--- src/rtl/id_ex_shift_stage_pkg.sv ---
// Shared definitions for the ID/EX shift stage: default widths and field encodings.
package id_ex_shift_stage_pkg;

   localparam int DW   = 16;  // datapath width
   localparam int AW   = 4;   // shift-amount width, log2(DW)
   localparam int RIDX = 3;   // register index width

   // Shift-amount source select
   typedef enum logic {
      AMT_IMM = 1'b0,
      AMT_REG = 1'b1
   } amt_src_e;

   // Shifter Shft_Rot encoding
   typedef enum logic {
      SR_ROT   = 1'b0,
      SR_SHIFT = 1'b1
   } shft_rot_e;

   // Forward-hit bit positions inside {memwb_used, exmem_used}
   localparam int HIT_EXMEM = 0;
   localparam int HIT_MEMWB = 1;

endpackage

--- src/rtl/id_ex_shift_stage_if.sv ---
// Decode-side fields, producer write-back ports and EX-side outputs of the ID/EX shift stage.
interface id_ex_shift_stage_if
   import id_ex_shift_stage_pkg::*;
#(
   parameter int DW   = id_ex_shift_stage_pkg::DW,
   parameter int AW   = id_ex_shift_stage_pkg::AW,
   parameter int RIDX = id_ex_shift_stage_pkg::RIDX
) ();

   // Decode side
   logic            id_valid;
   logic [DW-1:0]   id_rs_data;
   logic [RIDX-1:0] id_rs_idx;
   logic [DW-1:0]   id_rt_data;
   logic [RIDX-1:0] id_rt_idx;
   logic [AW-1:0]   id_imm;
   logic            id_amt_src;
   logic            id_shft_rot;
   logic            id_wr_en;
   logic [RIDX-1:0] id_wr_idx;

   // Producers further down the pipe
   logic            exmem_wr_en;
   logic [RIDX-1:0] exmem_wr_idx;
   logic [DW-1:0]   exmem_wr_data;
   logic            memwb_wr_en;
   logic [RIDX-1:0] memwb_wr_idx;
   logic [DW-1:0]   memwb_wr_data;

   // Execute side
   logic            ex_valid;
   logic [DW-1:0]   ex_in;
   logic [AW-1:0]   ex_shamt;
   logic            ex_shft_rot;
   logic            ex_wr_en;
   logic [RIDX-1:0] ex_wr_idx;
   logic [1:0]      ex_fwd_hit;

   modport master (
      output id_valid, id_rs_data, id_rs_idx, id_rt_data, id_rt_idx, id_imm,
             id_amt_src, id_shft_rot, id_wr_en, id_wr_idx,
             exmem_wr_en, exmem_wr_idx, exmem_wr_data,
             memwb_wr_en, memwb_wr_idx, memwb_wr_data,
      input  ex_valid, ex_in, ex_shamt, ex_shft_rot, ex_wr_en, ex_wr_idx, ex_fwd_hit
   );

   modport slave (
      input  id_valid, id_rs_data, id_rs_idx, id_rt_data, id_rt_idx, id_imm,
             id_amt_src, id_shft_rot, id_wr_en, id_wr_idx,
             exmem_wr_en, exmem_wr_idx, exmem_wr_data,
             memwb_wr_en, memwb_wr_idx, memwb_wr_data,
      output ex_valid, ex_in, ex_shamt, ex_shft_rot, ex_wr_en, ex_wr_idx, ex_fwd_hit
   );

endinterface

--- src/rtl/id_ex_shift_stage_fwd_mux.sv ---
// Operand bypass: picks EX/MEM, then MEM/WB, then the captured register-file value.
module id_ex_shift_stage_fwd_mux
   import id_ex_shift_stage_pkg::*;
#(
   parameter int DW   = id_ex_shift_stage_pkg::DW,
   parameter int RIDX = id_ex_shift_stage_pkg::RIDX
) (
   input  logic [RIDX-1:0] idx_i,
   input  logic [DW-1:0]   cap_data_i,
   input  logic            exmem_wr_en_i,
   input  logic [RIDX-1:0] exmem_wr_idx_i,
   input  logic [DW-1:0]   exmem_wr_data_i,
   input  logic            memwb_wr_en_i,
   input  logic [RIDX-1:0] memwb_wr_idx_i,
   input  logic [DW-1:0]   memwb_wr_data_i,
   output logic [DW-1:0]   data_o,
   output logic [1:0]      hit_o
);

   // Youngest producer wins; no hardwired-zero register, so index 0 forwards too
   always_comb begin
      data_o = cap_data_i;
      hit_o  = 2'b00;
      if (exmem_wr_en_i && (exmem_wr_idx_i == idx_i)) begin
         data_o           = exmem_wr_data_i;
         hit_o[HIT_EXMEM] = 1'b1;
      end else if (memwb_wr_en_i && (memwb_wr_idx_i == idx_i)) begin
         data_o           = memwb_wr_data_i;
         hit_o[HIT_MEMWB] = 1'b1;
      end
   end

endmodule

--- src/rtl/id_ex_shift_stage.sv ---
// ID/EX pipeline register feeding the right shift/rotate unit, with EX-side operand bypass.
module id_ex_shift_stage
   import id_ex_shift_stage_pkg::*;
#(
   parameter int DW   = id_ex_shift_stage_pkg::DW,
   parameter int AW   = id_ex_shift_stage_pkg::AW,
   parameter int RIDX = id_ex_shift_stage_pkg::RIDX
) (
   input  logic              clk,
   input  logic              rst,
   input  logic              stall_i,
   input  logic              flush_i,
   id_ex_shift_stage_if.slave bus
);

   logic            valid_q,    valid_d;
   logic            wr_en_q,    wr_en_d;
   logic [RIDX-1:0] wr_idx_q;
   logic [DW-1:0]   rs_data_q;
   logic [RIDX-1:0] rs_idx_q;
   logic [DW-1:0]   rt_data_q;
   logic [RIDX-1:0] rt_idx_q;
   logic [AW-1:0]   imm_q;
   logic            amt_src_q;
   logic            shft_rot_q;

   logic            en;
   logic [DW-1:0]   rs_fwd, rt_fwd;
   logic [1:0]      rs_hit, rt_hit;
   logic            unused_rt_hi;

   // Flush overrides stall; a stall alone freezes every register
   assign en = ~stall_i | flush_i;

   // Control next-state: flush inserts a bubble, a load qualifies write-enable by valid
   always_comb begin
      valid_d = bus.id_valid;
      wr_en_d = bus.id_wr_en & bus.id_valid;
      if (flush_i) begin
         valid_d = 1'b0;
         wr_en_d = 1'b0;
      end
   end

   // Control flops
   always_ff @(posedge clk or posedge rst) begin
      if (rst) begin
         valid_q <= 1'b0;
         wr_en_q <= 1'b0;
      end else if (en) begin
         valid_q <= valid_d;
         wr_en_q <= wr_en_d;
      end
   end

   // Payload flops: loaded only on a real load, held through stalls and flushes
   always_ff @(posedge clk or posedge rst) begin
      if (rst) begin
         wr_idx_q   <= '0;
         rs_data_q  <= '0;
         rs_idx_q   <= '0;
         rt_data_q  <= '0;
         rt_idx_q   <= '0;
         imm_q      <= '0;
         amt_src_q  <= AMT_IMM;
         shft_rot_q <= SR_ROT;
      end else if (!flush_i && !stall_i) begin
         wr_idx_q   <= bus.id_wr_idx;
         rs_data_q  <= bus.id_rs_data;
         rs_idx_q   <= bus.id_rs_idx;
         rt_data_q  <= bus.id_rt_data;
         rt_idx_q   <= bus.id_rt_idx;
         imm_q      <= bus.id_imm;
         amt_src_q  <= bus.id_amt_src;
         shft_rot_q <= bus.id_shft_rot;
      end
   end

   id_ex_shift_stage_fwd_mux #(.DW(DW), .RIDX(RIDX)) u_fwd_rs (
      .idx_i           (rs_idx_q),
      .cap_data_i      (rs_data_q),
      .exmem_wr_en_i   (bus.exmem_wr_en),
      .exmem_wr_idx_i  (bus.exmem_wr_idx),
      .exmem_wr_data_i (bus.exmem_wr_data),
      .memwb_wr_en_i   (bus.memwb_wr_en),
      .memwb_wr_idx_i  (bus.memwb_wr_idx),
      .memwb_wr_data_i (bus.memwb_wr_data),
      .data_o          (rs_fwd),
      .hit_o           (rs_hit)
   );

   id_ex_shift_stage_fwd_mux #(.DW(DW), .RIDX(RIDX)) u_fwd_rt (
      .idx_i           (rt_idx_q),
      .cap_data_i      (rt_data_q),
      .exmem_wr_en_i   (bus.exmem_wr_en),
      .exmem_wr_idx_i  (bus.exmem_wr_idx),
      .exmem_wr_data_i (bus.exmem_wr_data),
      .memwb_wr_en_i   (bus.memwb_wr_en),
      .memwb_wr_idx_i  (bus.memwb_wr_idx),
      .memwb_wr_data_i (bus.memwb_wr_data),
      .data_o          (rt_fwd),
      .hit_o           (rt_hit)
   );

   // Only the low AW bits of a register amount reach the shifter, so 16 wraps to 0
   assign unused_rt_hi = ^rt_fwd[DW-1:AW];

   // EX-side outputs; hit reporting is suppressed for bubbles, data forwarding is not
   always_comb begin
      bus.ex_valid    = valid_q;
      bus.ex_wr_en    = wr_en_q & valid_q;
      bus.ex_wr_idx   = wr_idx_q;
      bus.ex_shft_rot = shft_rot_q;
      bus.ex_in       = rs_fwd;
      bus.ex_shamt    = (amt_src_q == AMT_REG) ? rt_fwd[AW-1:0] : imm_q;
      bus.ex_fwd_hit  = 2'b00;
      if (valid_q) begin
         bus.ex_fwd_hit = rs_hit | ((amt_src_q == AMT_REG) ? rt_hit : 2'b00);
      end
   end

endmodule

--- src/flat_wrapper.sv ---
// flat-port wrapper written by rule: the top's interface ports become plain ports
module id_ex_shift_stage_flat import id_ex_shift_stage_pkg::*;
#(
   parameter int DW   = id_ex_shift_stage_pkg::DW,
   parameter int AW   = id_ex_shift_stage_pkg::AW,
   parameter int RIDX = id_ex_shift_stage_pkg::RIDX
)
  (clk, rst, stall_i, flush_i, bus_id_valid, bus_id_rs_data, bus_id_rs_idx, bus_id_rt_data, bus_id_rt_idx, bus_id_imm, bus_id_amt_src, bus_id_shft_rot, bus_id_wr_en, bus_id_wr_idx, bus_exmem_wr_en, bus_exmem_wr_idx, bus_exmem_wr_data, bus_memwb_wr_en, bus_memwb_wr_idx, bus_memwb_wr_data, bus_ex_valid, bus_ex_in, bus_ex_shamt, bus_ex_shft_rot, bus_ex_wr_en, bus_ex_wr_idx, bus_ex_fwd_hit);
  id_ex_shift_stage_if #(.DW(DW), .AW(AW), .RIDX(RIDX)) bus_i ();
  input  logic clk;
  input  logic rst;
  input  logic stall_i;
  input  logic flush_i;
  input wire logic [$bits(bus_i.id_valid)-1:0] bus_id_valid;
  input wire logic [$bits(bus_i.id_rs_data)-1:0] bus_id_rs_data;
  input wire logic [$bits(bus_i.id_rs_idx)-1:0] bus_id_rs_idx;
  input wire logic [$bits(bus_i.id_rt_data)-1:0] bus_id_rt_data;
  input wire logic [$bits(bus_i.id_rt_idx)-1:0] bus_id_rt_idx;
  input wire logic [$bits(bus_i.id_imm)-1:0] bus_id_imm;
  input wire logic [$bits(bus_i.id_amt_src)-1:0] bus_id_amt_src;
  input wire logic [$bits(bus_i.id_shft_rot)-1:0] bus_id_shft_rot;
  input wire logic [$bits(bus_i.id_wr_en)-1:0] bus_id_wr_en;
  input wire logic [$bits(bus_i.id_wr_idx)-1:0] bus_id_wr_idx;
  input wire logic [$bits(bus_i.exmem_wr_en)-1:0] bus_exmem_wr_en;
  input wire logic [$bits(bus_i.exmem_wr_idx)-1:0] bus_exmem_wr_idx;
  input wire logic [$bits(bus_i.exmem_wr_data)-1:0] bus_exmem_wr_data;
  input wire logic [$bits(bus_i.memwb_wr_en)-1:0] bus_memwb_wr_en;
  input wire logic [$bits(bus_i.memwb_wr_idx)-1:0] bus_memwb_wr_idx;
  input wire logic [$bits(bus_i.memwb_wr_data)-1:0] bus_memwb_wr_data;
  output wire logic [$bits(bus_i.ex_valid)-1:0] bus_ex_valid;
  output wire logic [$bits(bus_i.ex_in)-1:0] bus_ex_in;
  output wire logic [$bits(bus_i.ex_shamt)-1:0] bus_ex_shamt;
  output wire logic [$bits(bus_i.ex_shft_rot)-1:0] bus_ex_shft_rot;
  output wire logic [$bits(bus_i.ex_wr_en)-1:0] bus_ex_wr_en;
  output wire logic [$bits(bus_i.ex_wr_idx)-1:0] bus_ex_wr_idx;
  output wire logic [$bits(bus_i.ex_fwd_hit)-1:0] bus_ex_fwd_hit;
  assign bus_i.id_valid = bus_id_valid;
  assign bus_i.id_rs_data = bus_id_rs_data;
  assign bus_i.id_rs_idx = bus_id_rs_idx;
  assign bus_i.id_rt_data = bus_id_rt_data;
  assign bus_i.id_rt_idx = bus_id_rt_idx;
  assign bus_i.id_imm = bus_id_imm;
  assign bus_i.id_amt_src = bus_id_amt_src;
  assign bus_i.id_shft_rot = bus_id_shft_rot;
  assign bus_i.id_wr_en = bus_id_wr_en;
  assign bus_i.id_wr_idx = bus_id_wr_idx;
  assign bus_i.exmem_wr_en = bus_exmem_wr_en;
  assign bus_i.exmem_wr_idx = bus_exmem_wr_idx;
  assign bus_i.exmem_wr_data = bus_exmem_wr_data;
  assign bus_i.memwb_wr_en = bus_memwb_wr_en;
  assign bus_i.memwb_wr_idx = bus_memwb_wr_idx;
  assign bus_i.memwb_wr_data = bus_memwb_wr_data;
  assign bus_ex_valid = bus_i.ex_valid;
  assign bus_ex_in = bus_i.ex_in;
  assign bus_ex_shamt = bus_i.ex_shamt;
  assign bus_ex_shft_rot = bus_i.ex_shft_rot;
  assign bus_ex_wr_en = bus_i.ex_wr_en;
  assign bus_ex_wr_idx = bus_i.ex_wr_idx;
  assign bus_ex_fwd_hit = bus_i.ex_fwd_hit;
  id_ex_shift_stage #(.DW(DW), .AW(AW), .RIDX(RIDX)) u_core (.clk(clk), .rst(rst), .stall_i(stall_i), .flush_i(flush_i), .bus(bus_i));
endmodule
--- config.mk ---
export PLATFORM = sky130hd
export DESIGN_NAME = id_ex_shift_stage_flat
export DESIGN_NICKNAME = d
export VERILOG_FILES = /design/src/rtl/id_ex_shift_stage_pkg.sv /design/src/rtl/id_ex_shift_stage_if.sv /design/src/rtl/id_ex_shift_stage_fwd_mux.sv /design/src/rtl/id_ex_shift_stage.sv /design/src/flat_wrapper.sv
export SDC_FILE = /design/constraint.sdc
export NUM_CORES = 1
export LEC_CHECK = 0
export BUFFER_PORTS_ARGS = -buffer_cell sky130_fd_sc_hd__buf_2
export CORE_UTILIZATION = 39
export DETAILED_ROUTE_END_ITERATION = 10
export HOLD_SLACK_MARGIN = 0.1
export PLACE_DENSITY = 0.78
export SLEW_MARGIN = 20
export SYNTH_ARGS = -nofsm -noshare
export SYNTH_HDL_FRONTEND = slang
export SYNTH_SLANG_ARGS = --single-unit
--- constraint.sdc ---
create_clock -name clk -period 1.4 [get_ports clk]
set_input_delay 0.14 -clock clk [delete_from_list [all_inputs] [get_ports clk]]
set_output_delay 0.14 -clock clk [all_outputs]
set_load 0.005 [all_outputs]
# == Word-level counts from Yosys, hierarchy flattened ==
# Index checks and enable logic that the tools add are counted.
# op_classes
n_eq_ne,4
n_reduce_logical,7
mux,15
bitwise,5
# ops
operator,n
$mux 16,2
$eq 3x3->1,4
$mux 4,3
$mux 1,8
$logic_and 1x1->1,5
$mux 2,2
$and 1x1->1,2
$logic_not 1->1,2
$or 2x2->2,1
$not 1->1,1
$or 1x1->1,1
# totals
word_cells,41
in_bits,93
register_bits,37

# == Logic depth before layout (Yosys ltp) ==
# Gate-level depths: netlist of the first run.
# logic_depth
word_depth,7
depth_mapped,5
mapped_depth_nobuf,4

# == Hierarchy ==
# A second synthesis of the first run with hierarchy kept.
# unflattened
cells_unflattened,244
area_unflattened_um2,2871.5
# by_module_without_submodules
mod,area_each_um2,cells_each,seq_area_each_um2,n_inst
id_ex_shift_stage,2035.7,118,1226.2,1
id_ex_shift_stage_fwd_mux,417.9,63,0.0,2

# == Worst setup path after synthesis of the first run ==
# Ideal clock, no wire load.
# synth_timing
kind,flip-flop to output port
start,reg u_core.rs_idx_q[0]
end,out bus_ex_in[10]
setup_slack_ns,-0.067
arrival_time_ns,1.327
t_required_ns,1.260
stages_incl_launch_ff,6
path_cell_list,dfrtp_1 > xnor2_1 > nand4_4 > buf_6 > mux2i_1 > a21oi_1
# synth_between
elab_chain_len,4
word_cells_on_any_way,6
# synth_rtl
item,line_no,text
from (decl),id_ex_shift_stage.sv:20,logic [RIDX-1:0] rs_idx_q;
from (signal assigned),id_ex_shift_stage.sv:70,rs_idx_q <= bus.id_rs_idx;
$eq 3x3->1,id_ex_shift_stage_fwd_mux.sv:27,end else if (memwb_wr_en_i && (memwb_wr_idx_i == idx_i)) begin
$logic_and 1x1->1,id_ex_shift_stage_fwd_mux.sv:27,
$mux 16,id_ex_shift_stage_fwd_mux.sv:27,
$mux 16 *,id_ex_shift_stage_fwd_mux.sv:24,if (exmem_wr_en_i && (exmem_wr_idx_i == idx_i)) begin
to (decl),flat_wrapper.sv:31,output wire logic [$bits(bus_i.ex_in)-1:0] bus_ex_in;
# Every way passes the cells marked *; elsewhere a longest branch is shown, timed or not.

# == Worst setup path after layout of the first run ==
# layout_timing
start,reg u_core.rt_idx_q[1]
end,out bus_ex_shamt[3]
# layout_between
elab_chain_len,5
word_cells_on_any_way,7
# layout_rtl
item,line_no,text
from (decl),id_ex_shift_stage.sv:22,logic [RIDX-1:0] rt_idx_q;
from (signal assigned),id_ex_shift_stage.sv:72,rt_idx_q <= bus.id_rt_idx;
$eq 3x3->1,id_ex_shift_stage_fwd_mux.sv:27,
$logic_and 1x1->1,id_ex_shift_stage_fwd_mux.sv:27,
$mux 4,id_ex_shift_stage_fwd_mux.sv:27,
$mux 4 *,id_ex_shift_stage_fwd_mux.sv:24,
$mux 4 *,id_ex_shift_stage.sv:115,bus.ex_shamt = (amt_src_q == AMT_REG) ? rt_fwd[AW-1:0] : imm_q;
to (decl),flat_wrapper.sv:32,output wire logic [$bits(bus_i.ex_shamt)-1:0] bus_ex_shamt;
# Marks and branches as above.

==> implementation parameters, run 1 <==
Parameter                              Value

Worst setup path
  Critical path data required time    approximately 1.3 ns
  Endpoint class of the critical path    output pin
  WS Path Type    register to output pin
  Largest stage delay, worst path    0.45 ns
  Critical path peak fanout    5
  Critical Path AT    1.80 ns
  CP max stage cell    dfrtp_1
  Startpoint Class    register
  Critical path, cell by cell    xnor2_1, nand4_1, buf_6, mux2i_1, o221ai_2, buf_2

Synthesis
  Post-synthesis share of cell area spent on full adders, half adders and majority gates    0%
  Flip-flop and latch count after synthesis    37
  EDFF count, synth    0
  Synth cell count leaders    37 x dfrtp_1, 31 x mux2_2, 20 x mux2i_1, 20 x nor2_1, 17 x a21oi_1
  Most instantiated library cell after synthesis    dfrtp_1
  Synthesized area per cell    11.3 sq um
  Main area contributors after synthesis    dfrtp_1 46%, mux2_2 17%, mux2i_1 9.9%
  Post-Syn Nets    273
  Number of warnings issued by yosys    0
  Combined area of all synthesized cells    2030 sq um
  Share of synthesized registers carrying an async set or reset    100%
  Seq/Total Area, Yosys    45.6%
  Gate count of the mapped netlist    180
  Multiplexer share of the synthesized area    27.1%
  Main combinational cell family by area after synthesis    multiplexers
  Synth Area in Simple Gates    9.25%
  Post-synthesis cell type count    24
  Complex-gate fraction of the synthesized area    a little under a tenth
  Largest area contributor in the synthesized netlist    dfrtp_1
  Top flip-flop cell by instance count after synthesis    dfrtp_1
  Area share of the leading cell type in the synthesized netlist    45.6%
  Area share of xor/xnor cells in the synthesized design    5.18%

Clock tree
  CTS H-Tree Depth    2
  Number of buffers created by CTS    5
  Count of clock tree sinks    37
  Root Buffer Master    clkbuf_8
  Clock transition at path regs    ~0.070 ns
  Clk buf depth    2
  Clk_lat worst skew    0.29 ns
  Clock tree from TritonCTS    built

Global routing
  Global-route wire length before repair    approximately 9000 microns
  Overflow left after global routing    0
  Largest net degree at the start of global routing    40
  Initial antenna violation count    0
  Via count of the first global-routing pass    1909
  GR Util All Layers    21.4%

Power and ir drop
  P per Cell Area    ~950 nW/um^2
  Leakage power of the design    1.69 nW
  Max IR drop VDD    0.659 mV
  Seq pwr share    41.4%
  Switching part of the total    30.1%
  Switch Pwr    0.971 mW
  Cell-internal power    2.25 mW
  Pwr Total    3.22 mW
  Clock Power Share    24.0%
  Combinational cell fraction of total power    between 30% and 40%

Layout
  Number of fill cells    367
  Area of combinational cells with multiple inputs    1140 sq um
  Count of inserted antenna diode cells    0
  Sequential Area    931 sq um
  Layout cells sized above 1    between 50% and 60%
  Final Net Count    432
  Non-Filler Cell Area, Final    approximately 3400 sq um
  Area Growth Syn to Fin    66.4%

Timing
  Post-route worst setup slack    -0.538 ns
  Total count of max-transition violations in the final report    0
  Setup repair after global routing missed its margin    yes
  Finish-stage setup viols    33
  Final setup skew    0 ns
  Final number of hold-violating endpoints    0
  Final critical-path share of the clock period    138%
  Maximum clock frequency    0.516 GHz
  Worst-Margin Slew    0.477 ns
  Worst slew margin relative to its limit    68.2%
  Tmin final    1.94 ns

Floorplan
  I/O pin count    121
  Initial standard-cell utilization of the core    41.9%
  Die Area    5500 sq um
  Core Area    4850 sq um
  Cell Rows    25
  Die X-Extent    74.1 microns
  Vert. Die Dim    74.1 microns

Place
  Placement-stage cell area    2730 sq um
  RePlAce Congestion    0.841
  Setup slack at placement    -0.212 ns
  IO Port Bufs    108
  Dpl hpwl    a little under 4000 microns

Worst hold path
  Hold Path Class    input port to register

Routing
  Drt first pass iters    4
  Detailed-route vias per instance    4.87
  Number of remaining DRC errors    0
  Total routed wirelength    roughly 6200 microns
  Initial DRC Count    59
  Vias after detailed routing    1978
  Number of nets with antenna violations after routing    0
  Routed length per instance    around 15 microns

Status
  Violations in the final reports    negative setup slack
  Run status    finished with violations

Job
  Maxcap violations    0
[per-stage QoR]
stage / hold slack [ns] / setup TNS (ns) / utilization, % / cells
5_1_grt: 0.192 / -11.90 / 69.7 / 406
3_5_place_dp: 0.280 / -3.27 / 56.3 / 354
3_3_place_gp: 0.279 / -2.62 / 56.3 / 354
4_1_cts: 0.165 / -8.89 / 67.2 / 402
6_report: 0.174 / -9.57 / 69.7 / 406
2_1_floorplan: 0.206 / 0 / - / 180
[critical path, delay by kind of cell, from the launching register on]
kind | cells | cell delay, ns
compound gates | 1 | 0.14
xor+xnor | 1 | 0.23
buf+inv | 2 | 0.30
flops | 1 | 0.45
mux | 1 | 0.24
simple gates | 1 | 0.15
[cell families after synthesis]
logic type | after synthesis
AOI/OAI and AO/OA | 29
and+or+nand+nor | 36
buffers and inverters | 15
muxes | 51
DFF | 37
xor gates and xnor gates | 12
[timing repair]
action                                  in CTS  in global routing
pin swaps                                    5                  7
hold endpoints to repair                    74                  0
gates resized for setup                      9                 12
gates cloned                                 1                  2
hold buffers                                38                  0
buffers inserted                             2                  2
endpoints found under the setup margin      22                 27
[layout by cell type (no fill, tap or decap), types with 4 or more instances in the layout]
master and n:
clkbuf_8 6, a21oi_1 17, dlygate4sd3_1 38, xnor2_1 4
mux2_2 31, xnor2_2 5, mux2i_1 20, dfrtp_2 4
nand3_1 4, nor2_2 4, buf_4 8, buf_2 108
nand2_1 5, inv_1 6, dfrtp_1 33, o21ai_0 4
nor2_1 15
[power by group through the flow]
stage | sequential [mW] | combinational [mW] | clock [mW]
3_3_place_gp | 1.33 | 0.907 | 0
3_5_place_dp | 1.34 | 0.926 | 0
4_1_cts | 1.32 | 1.05 | 0.785
6_report | 1.33 | 1.11 | 0.774
5_1_grt | 1.35 | 1.21 | 0.828
2_1_floorplan | 1.31 | 0.550 | 0
[worst paths after layout]
kind / from / endpoint / slack [ns] / cells after the start
min reg2reg: u_core.bus.ex_wr_idx[1] / u_core.bus.ex_wr_idx[1] / 0.50 / 1
max in group asynchronous: rst / u_core.rt_idx_q[2] / 0.52 / 4
min: stall_i / u_core.bus.ex_valid / 0.17 / 3
min in group asynchronous: rst / u_core.rs_data_q[15] / 0.52 / 4
max reg2reg: u_core.rs_idx_q[2] / u_core.rs_idx_q[2] / 0.45 / 2
max: u_core.rt_idx_q[1] / bus_ex_shamt[3] / -0.54 / 6
[flip-flops by register name, summed over array words and instances, names as in the netlist]
register and flops:
u_core.bus.ex_valid 1, u_core.bus.ex_wr_idx 3, u_core.bus.ex_shft_rot 1, u_core.imm_q 4
u_core.rt_idx_q 3, u_core.rt_data_q 4, u_core.amt_src_q 1, u_core.rs_idx_q 3
u_core.wr_en_q 1, u_core.rs_data_q 16
[per-layer routing]
| layer | wire [microns] | global-route usage [%] |
|---|---|---|
| met1 | 2540 | 25.4 |
| met2 | 3230 | 37.5 |
| met3 | 289 | 4.88 |
| met4 | 166 | 8.55 |
| met5 | 0 | 0 |
[layout make-up]
| cell class | instances | area share [%] |
|---|---|---|
| inverter | 6 | 0.667 |
| clock inverter | 1 | 0.222 |
| multi-input combinational | 128 | 33.9 |
| clock buffer | 6 | 2.45 |
| timing repair buffer | 161 | 32.7 |
| tap | 67 | 2.48 |
| sequential | 37 | 27.6 |
Note: power is estimated with default switching activity, not from simulation.
==> inputs of run 2 (changes only) <==
--- a/config.mk
+++ b/config.mk
@@ -14,3 +14,4 @@
 export SYNTH_ARGS = -nofsm -noshare
 export SYNTH_HDL_FRONTEND = slang
 export SYNTH_SLANG_ARGS = --single-unit
+export TNS_END_PERCENT = 1
==> implementation parameters, run 2 (synthesis results as in run 1) <==
Parameter                              Value

Timing
  Setup repair after global routing missed its margin    yes
  Total count of max-transition violations in the final report    0 (unchanged)
  Finish-stage setup viols    22 (-33%)
  Setup TNS    -10.42 ns (-0.858 ns)
  Post-route worst setup slack    -0.544 ns (-0.00569 ns)
  Worst slew margin relative to its limit    68.5% (+0.26 points)
  Tmin final    1.94 ns (+0.00568 ns)
  Final critical-path share of the clock period    139% (+0.41 points)
  Maximum clock frequency    0.515 GHz (-0.29%)
  Worst-Margin Slew    0.473 ns (-0.00390 ns)
  Final number of hold-violating endpoints    0 (unchanged)
  Final setup skew    0 ns (unchanged)

Global routing
  GR Util All Layers    21.2% (-0.24 points)
  Met2 capacity usage during global routing    37.5% (unchanged)
  Largest net degree at the start of global routing    40 (unchanged)
  Most heavily used metal layer in global routing    met2
  Overflow left after global routing    0 (unchanged)
  Via count of the first global-routing pass    1851 (-3.0%)
  Met3 usage in global routing    4.61% (-0.27 points)
  Global routing met1 resource utilization    24.7% (-0.65 points)
  Initial antenna violation count    0 (unchanged)
  Global-route wire length before repair    8590 microns (-1.9%)

Routing
  Detailed-route vias per instance    4.78 (-1.9%)
  Number of nets with antenna violations after routing    0 (unchanged)
  Total routed wirelength    5790 microns (-7.0%)
  Number of remaining DRC errors    0 (unchanged)
  Drt first pass iters    4 (unchanged)
  Routed length per instance    14.4 microns (-5.9%)
  Initial DRC Count    36 (-39%)
  Vias after detailed routing    1916 (-3.1%)

Clock tree
  Clock tree from TritonCTS    built
  Number of buffers created by CTS    5 (unchanged)
  Root Buffer Master    clkbuf_8
  Clock transition at path regs    0.07 ns (about the same)
  Clk buf depth    2 (unchanged)
  Count of clock tree sinks    37 (unchanged)
  CTS H-Tree Depth    2 (unchanged)
  Clk_lat worst skew    0.29 ns (about the same)

Worst hold path
  Hold Crit Endpoint    u_core.rs_data_q[8]
  Source of the worst hold timing path    bus_id_rs_data[8]
  Hold Path Class    input port to register
  Worst Hold Path Cells    2 (-1)

Layout
  Commonest non-fill, non-tap cell in the layout    buf_2
  Largest registers    u_core.rs_data_q (16), u_core.imm_q (4), u_core.rt_data_q (4)
  Top register by number of flip-flops    u_core.rs_data_q
  Number of fill cells    408 (+11%)
  Max reg flops    16 (unchanged)
  Top library cells by usage in the layout, fill and taps aside    108 x buf_2, 36 x dlygate4sd3_1, 35 x dfrtp_1
  Final Instance Count excl. Fillers    401 (-1.2%)
  Layout cells sized above 1    51.2% (-2.8 points)
  Count of inserted antenna diode cells    0 (unchanged)
  Final Net Count    426 (-1.4%)
  Area Growth Syn to Fin    59.1%

Worst setup path
  Critical Path AT    1.80 ns (about the same)
  Register-to-Register Setup Slack    0.43 ns (-0.02 ns)
  Critical path peak fanout    4 (-1)
  Critical path data required time    1.26 ns (about the same)
  Reg-to-reg critical path startpoint    u_core.rs_idx_q[1]
  Endpoint class of the critical path    output pin
  Startpoint Class    register
  Count of cells along the worst register-to-register path    2 (unchanged)
  Capture point of the worst reg-to-reg path    u_core.rs_idx_q[1]
  WS Path Type    register to output pin

Floorplan
  Core Area    4850 sq um (unchanged)
  I/O pin count    121 (unchanged)
  Die Area    5500 sq um (unchanged)
  Die X-Extent    74.1 microns (unchanged)
  Cell Rows    25 (unchanged)
  Vert. Die Dim    74.1 microns (unchanged)
  Initial standard-cell utilization of the core    41.9% (unchanged)

Power and ir drop
  P per Cell Area    961 nW/um^2 (+0.69%)
  Leakage power of the design    1.64 nW (-3.3%)
  Max IR drop VDD    0.751 mV (+14%)

Place
  RePlAce Congestion    0.831 (-1.2%)
  Cell total after placement    355 (+0.28%)
  IO Port Bufs    108 (unchanged)
  Dpl hpwl    3870 microns (-0.79%)

Job
  Maxcap violations    0 (unchanged)

Status
  Run status    finished with violations
  Violations in the final reports    negative setup slack
-- run 2: changes by cell type in the layout (fill, tap and decap cells not counted), sizes merged --
cell         previous run  this run
buf                   121       119
dlygate4sd3            38        36
clkbuf                  8         7
-- run 2: repair_timing --
action,in CTS,in global routing
buffers inserted,2,0
endpoints found under the hold margin,72,1
hold buffers,35,1
pin swaps,10,6
setup endpoints to repair,22,37
gates resized for setup,2,6
-- run 2: metal layers --
| metal | routed length, microns | part of all wire (%) |
|---|---|---|
| met5 | 0 | 0 |
| met4 | 154 | 2.7 |
| met3 | 225 | 3.9 |
| met2 | 3080 | 53 |
| met1 | 2320 | 40 |
-- run 2: where the power goes --
part           leakage (nW)  total (mW)  internal, mW  switching [mW]
sequential            0.438        1.33          1.22           0.110
clock                0.0385       0.734         0.352           0.381
combinational          1.16        1.04         0.597           0.442
-- run 2: critical path, cell delays in order (launching register included) --
cell	delay, ns
dfrtp_2	0.46
xnor2_2	0.17
nand4_1	0.25
buf_4	0.22
buf_4	0.14
a21oi_1	0.14
buf_2	0.13
-- run 2: layout make-up --
cell class / count / area, sq um / area share (%)
clock buffers: 7 / 76.3 / 2.36
clock inverters: 1 / 7.51 / 0.232
inverters: 6 / 22.5 / 0.697
multi-input cells: 128 / 1100 / 34.1
flip-flops and latches: 37 / 928 / 28.7
well taps: 67 / 83.8 / 2.60
repair buffers: 155 / 1010 / 31.2
-- run 2: per-stage QoR --
step           util [%]  area [sq um]  total power, mW  hold WS (ns)  setup slack, ns
2_1_floorplan         -          2060             1.86         0.206         -0.00493
3_3_place_gp       56.4          2740             2.24         0.277           -0.203
3_5_place_dp       56.4          2740             2.27         0.284           -0.212
4_1_cts            65.9          3200             3.10         0.100           -0.501
5_1_grt            66.6          3230             3.27         0.116           -0.590
6_report           66.6          3230             3.10         0.106           -0.544
-- run 2: worst max path at each step --
| stage | end | startpoint | depth (start not counted) |
|---|---|---|---|
| after global placement | bus_ex_shamt[3] | u_core.rt_idx_q[2] | 4 |
| after CTS | bus_ex_fwd_hit[1] | u_core.rt_idx_q[2] | 5 |
| after detailed placement | bus_ex_shamt[3] | u_core.rt_idx_q[2] | 4 |
| after floorplan | bus_ex_in[10] | u_core.rs_idx_q[0] | 5 |
| after global routing | bus_ex_in[12] | u_core.rs_idx_q[2] | 7 |
| final | bus_ex_in[12] | u_core.rs_idx_q[2] | 6 |
